===== src/rtl/uart_tx_sched.sv =====
// uart_tx_sched: two-port round-robin 8N1 UART transmitter; define UART_TX_PARITY_EN for an even parity bit
module uart_tx_sched #(
   parameter int unsigned BAUD_DIV = 5208
) (
   input  logic       clk_50m,
   input  logic       rst_n,
   input  logic       req0,
   input  logic [7:0] data0,
   output logic       gnt0,
   input  logic       req1,
   input  logic [7:0] data1,
   output logic       gnt1,
   output logic       txd,
   output logic       busy,
   output logic       done,
   output logic       last_src
);
`ifdef UART_TX_PARITY_EN
   typedef enum logic [2:0] {IDLE, START, DATA, PARITY, STOP} state_t;
   logic par;
`else
   typedef enum logic [2:0] {IDLE, START, DATA, STOP} state_t;
`endif
   localparam logic [15:0] RELOAD = 16'(BAUD_DIV - 1);
   state_t      state;
   logic [15:0] baud;
   logic [7:0]  shift;
   logic [2:0]  idx;
   logic        bit_end;
   logic        pick1;
   logic [7:0]  sel_data;
   assign bit_end = baud == 16'd0;
   // port 1 wins when it is alone or when port 0 was served last
   assign pick1 = req1 && (!req0 || !last_src);
   assign sel_data = pick1 ? data1 : data0;
   always_ff @(posedge clk_50m or negedge rst_n)
      if (!rst_n) begin
         state    <= IDLE;
         baud     <= '0;
         shift    <= '0;
         idx      <= '0;
         txd      <= 1'b1;
         busy     <= 1'b0;
         gnt0     <= 1'b0;
         gnt1     <= 1'b0;
         done     <= 1'b0;
         last_src <= 1'b1;
`ifdef UART_TX_PARITY_EN
         par      <= 1'b0;
`endif
      end else begin
         gnt0 <= 1'b0;
         gnt1 <= 1'b0;
         done <= state == STOP && baud == 16'd1;
         if (state != IDLE)
            baud <= bit_end ? RELOAD : baud - 16'd1;
         case (state)
            IDLE:
               if (req0 || req1) begin
                  gnt0     <= !pick1;
                  gnt1     <= pick1;
                  shift    <= sel_data;
                  last_src <= pick1;
                  busy     <= 1'b1;
                  txd      <= 1'b0;
                  baud     <= RELOAD;
                  state    <= START;
`ifdef UART_TX_PARITY_EN
                  par      <= ^sel_data;
`endif
               end
            START:
               if (bit_end) begin
                  txd   <= shift[0];
                  idx   <= '0;
                  state <= DATA;
               end
            DATA:
               if (bit_end) begin
                  if (idx != 3'd7) begin
                     shift <= shift >> 1;
                     txd   <= shift[1];
                     idx   <= idx + 3'd1;
                  end else begin
`ifdef UART_TX_PARITY_EN
                     txd   <= par;
                     state <= PARITY;
`else
                     txd   <= 1'b1;
                     state <= STOP;
`endif
                  end
               end
`ifdef UART_TX_PARITY_EN
            PARITY:
               if (bit_end) begin
                  txd   <= 1'b1;
                  state <= STOP;
               end
`endif
            STOP:
               if (bit_end) begin
                  busy  <= 1'b0;
                  state <= IDLE;
               end
            default: state <= IDLE;
         endcase
      end
endmodule


===== config.mk =====
export PLATFORM = sky130hd
export DESIGN_NAME = uart_tx_sched
export DESIGN_NICKNAME = d
export VERILOG_FILES = /design/src/rtl/uart_tx_sched.sv
export SDC_FILE = /design/constraint.sdc
export NUM_CORES = 1
export LEC_CHECK = 0
export BUFFER_PORTS_ARGS = -buffer_cell sky130_fd_sc_hd__buf_2
export CAP_MARGIN = 20
export CORE_MARGIN = 8
export CORE_UTILIZATION = 61
export DETAILED_ROUTE_END_ITERATION = 8
export PLACE_DENSITY = 0.8
export SKIP_LAST_GASP = 1
export SYNTH_ARGS = -nofsm -noshare
export SYNTH_HDL_FRONTEND = slang
export SYNTH_SLANG_ARGS = --single-unit

===== constraint.sdc =====
create_clock -name clk_50m -period 6.5 [get_ports clk_50m]
set_input_delay 0 -clock clk_50m [delete_from_list [all_inputs] [get_ports clk_50m]]
set_output_delay 0 -clock clk_50m [all_outputs]
set_load 0.005 [all_outputs]

==> summary.md <==
| Metric | Value |
|---|---|
| Outcome | finished clean |
| Drt pass-1 iters | 4 |
| Vias | 1713 |
| Final period util | 0.4599 |
| Sequential Area | 878.3 µm² |
| GRT overflow | 0 |
| Initial DRC count | 113 |
| DRC | 0 |
| Number of synthesized flops with an enable pin | 0 |
| Critical path arrival | 3.22 ns |
| Worst setup SP type | flop |
| Rows | 20 |
| Top area cells in the synthesized netlist | dfrtp_1, ha_1, mux2_2 |
| Cts repair resizes | 0 |
| WHS | 0.06741 ns |
| Later-pin clock latency in the skew report | ~0.35 ns |
| CTS tree | built |
| RSZ-0062 raised after global routing | false |
| H-Tree Depth | 2 |
| Post-route setup slack | 3.511 ns |
| FF+latch count, synth | 35 |
| Relative slew slack | 0.4778 |
| First-pass GRT wire length | slightly below 8000 µm |
| Post-detailed-placement half-perimeter wirelength | about 3200 µm |
| CTS max path bufs | 2 |
| Mapped Area | 1993 µm² |
| Share of the synthesized area in the top cell type | 0.4143 |
| Critical path class | flop to flop |
| Fin cells | 285 |
| Layout cells sized above 1 | 0.2158 |
| Die Y | 73.16 µm |
| Clk sinks | 35 |
| Max-cap violations | 0 |
| Area of the multi-input gates | 1037 µm² |
| Worst VDD drop | 283.3 µV |
| Final WL | 4483 µm |
| Vias in the first global route | 1678 |
| Clock-pin slew on the worst setup and hold paths | 0.12 ns |
| Post-synth top area cell | dfrtp_1 |
| Fillers | roughly 230 |
| Routability cong. | a little under 0.9 |
| Die area | 5352 µm² |
| Fmax achieved | 334.5 MHz |
| DP Cell Count | 271 |
| Area growth syn-to-layout | 14.94% |
| Initial antenna violation count | 0 |
| FFs w/ async S/R, synth | 1.000 |
| Slew Viols, Final | 0 |
| Final hold vios | 0 |
| Worst hold path class | primary input to flop |
| Num CTS Buffers | 5 |
| # diodes | 0 |
| Crit path capture type | flop |
| Pwr dens | 356.4 nW/µm² |
| Worst-Margin Slew | 0.7761 ns |
| I/O Pins | 26 |
| Syn Nets | 240 |
| Post-placement setup slack | 3.558 ns |
| Total Negative Setup Slacks | 0 ns |
| Clk_skew | 0.01795 ns |
| Post-CTS Setup Bufs | 0 |
| Netlist cell types | 40 |
| Average size of a mapped cell | 9.446 µm² |
| Post-DR vias/cell | 6.011 |
| Avg WL per Cell | 15.73 µm |
| Final Cell Area | 2291 µm² |
| Tot Pwr | 0.8164 mW |
| Fin util | 0.7443 |
| Initial Utilization | 0.6476 |
| Synth Warn # | 0 |
| Die Width | between 70 and 80 µm |
| WP data required | 6.73 ns |
| Pin count of the biggest net entering global routing | 36 |
| Clock Root Buffer | clkbuf_4 |
| Final setup vio count | 0 |
| Core area | 3078 µm² |
| Dpl cell area | about 2100 µm² |
| Remaining antenna violation count | 0 |
| Final-stage net count | 269 |
| Leakage | 0.9972 nW |
| Crit-path max FO | 8 |
| I/O Buffers | 25 |
| Top FF cell, synth | dfrtp_1 |
| Post-Synthesis Cells | 211 |
| All-Layer GR Usage | 0.1830 |
| Seq/Total Area, Yosys | 0.4407 |
| Post-layout min period | 2.989 ns |
-- cell usage after synthesis (4+ instances only) --
master,count
mux2_2,9
or3_1,12
nand2_1,22
xor2_1,4
nor4_1,6
a21oi_1,11
o21ai_0,20
mux2i_1,9
nor3_1,5
ha_1,9
inv_1,9
nor2_1,13
nand3_1,7
dfrtp_1,33
clkbuf_1,8
-- worst max-delay path: stages (launching register included) --
cell,delay (ns)
dfrtp_1,0.40
inv_1,0.11
ha_1,0.29
or4b_2,0.63
or4_1,0.59
o31ai_4,0.48
mux2_2,0.39
-- power by group --
part / leakage [nW] / internal, mW / switching (mW) / total (mW)
Combinational: 0.524 / 0.146 / 0.187 / 0.333
Clock: 0.0482 / 0.0909 / 0.0734 / 0.164
Sequential: 0.425 / 0.277 / 0.0422 / 0.319
Total: 0.997 / 0.514 / 0.303 / 0.816
-- final timing paths --
check | startpoint | to | slack (ns) | cells after the start
min in group asynchronous | rst_n | shift[3] | 0.26 | 2
min reg2reg | shift[5] | shift[5] | 0.52 | 1
max | baud[1] | shift[6] | 3.51 | 6
max in group asynchronous | rst_n | idx[1] | 5.74 | 2
max reg2reg | baud[1] | shift[6] | 3.51 | 6
min | data0[4] | shift[4] | 0.07 | 4
-- kinds of logic after synthesis --
kind of cell / after synthesis / synth area share
AND/OR/NAND/NOR: 76 / 0.1934
AO/OA/AOI/OAI: 48 / 0.1525
flip-flops: 35 / 0.4407
buffers and inverters: 20 / 0.03891
multiplexers: 18 / 0.09605
adder cells (fa/ha/maj): 9 / 0.05650
XOR/XNOR: 5 / 0.02197
-- cell type report --
class / instances / share of cell area
clock buffer: 6 / 0.02239
clock inverter: 2 / 0.01529
inverter: 9 / 0.01475
multi-input combinational: 156 / 0.4528
sequential: 35 / 0.3834
tap: 44 / 0.02403
timing repair buffer: 33 / 0.08738
-- flip-flops by register name, summed over array words and instances (netlist names) --
signal    flops
baud         16
busy          1
done          1
gnt0          1
gnt1          1
idx           3
last_src      1
shift         8
state         2
txd           1
-- timing repair --
item                       4_1_cts  5_1_grt
hold buffers                     6        0
setup endpoints to repair        0        0
hold endpoints to repair        36        0
-- cells in the final DEF, fill, tap and decap left out, types with 2 or more instances in the layout --
master / count
or3_1: 12
buf_4: 2
a22o_1: 2
or4_1: 2
nor2_1: 13
mux2i_1: 9
or4_2: 2
o21ai_0: 20
nor2b_1: 2
nor4_1: 6
a21oi_1: 11
ha_1: 9
dlygate4sd3_1: 6
dfstp_2: 2
dfrtp_1: 33
buf_2: 25
nand2_1: 22
nor3_1: 5
xor2_1: 4
o211ai_1: 2
a31oi_1: 3
nand3_1: 7
a21boi_0: 2
clkbuf_4: 5
mux2_2: 9
inv_1: 9
-- layer usage --
metal / global-route usage / part of all wire / wire, µm
met3: 0.04533 / 0.064 / 287
met1: 0.2212 / 0.42 / 1865
met4: 0.07111 / 0.017 / 74
met5: 0 / 0 / 0
met2: 0.3029 / 0.50 / 2256
(Power assumes the default switching activity.)
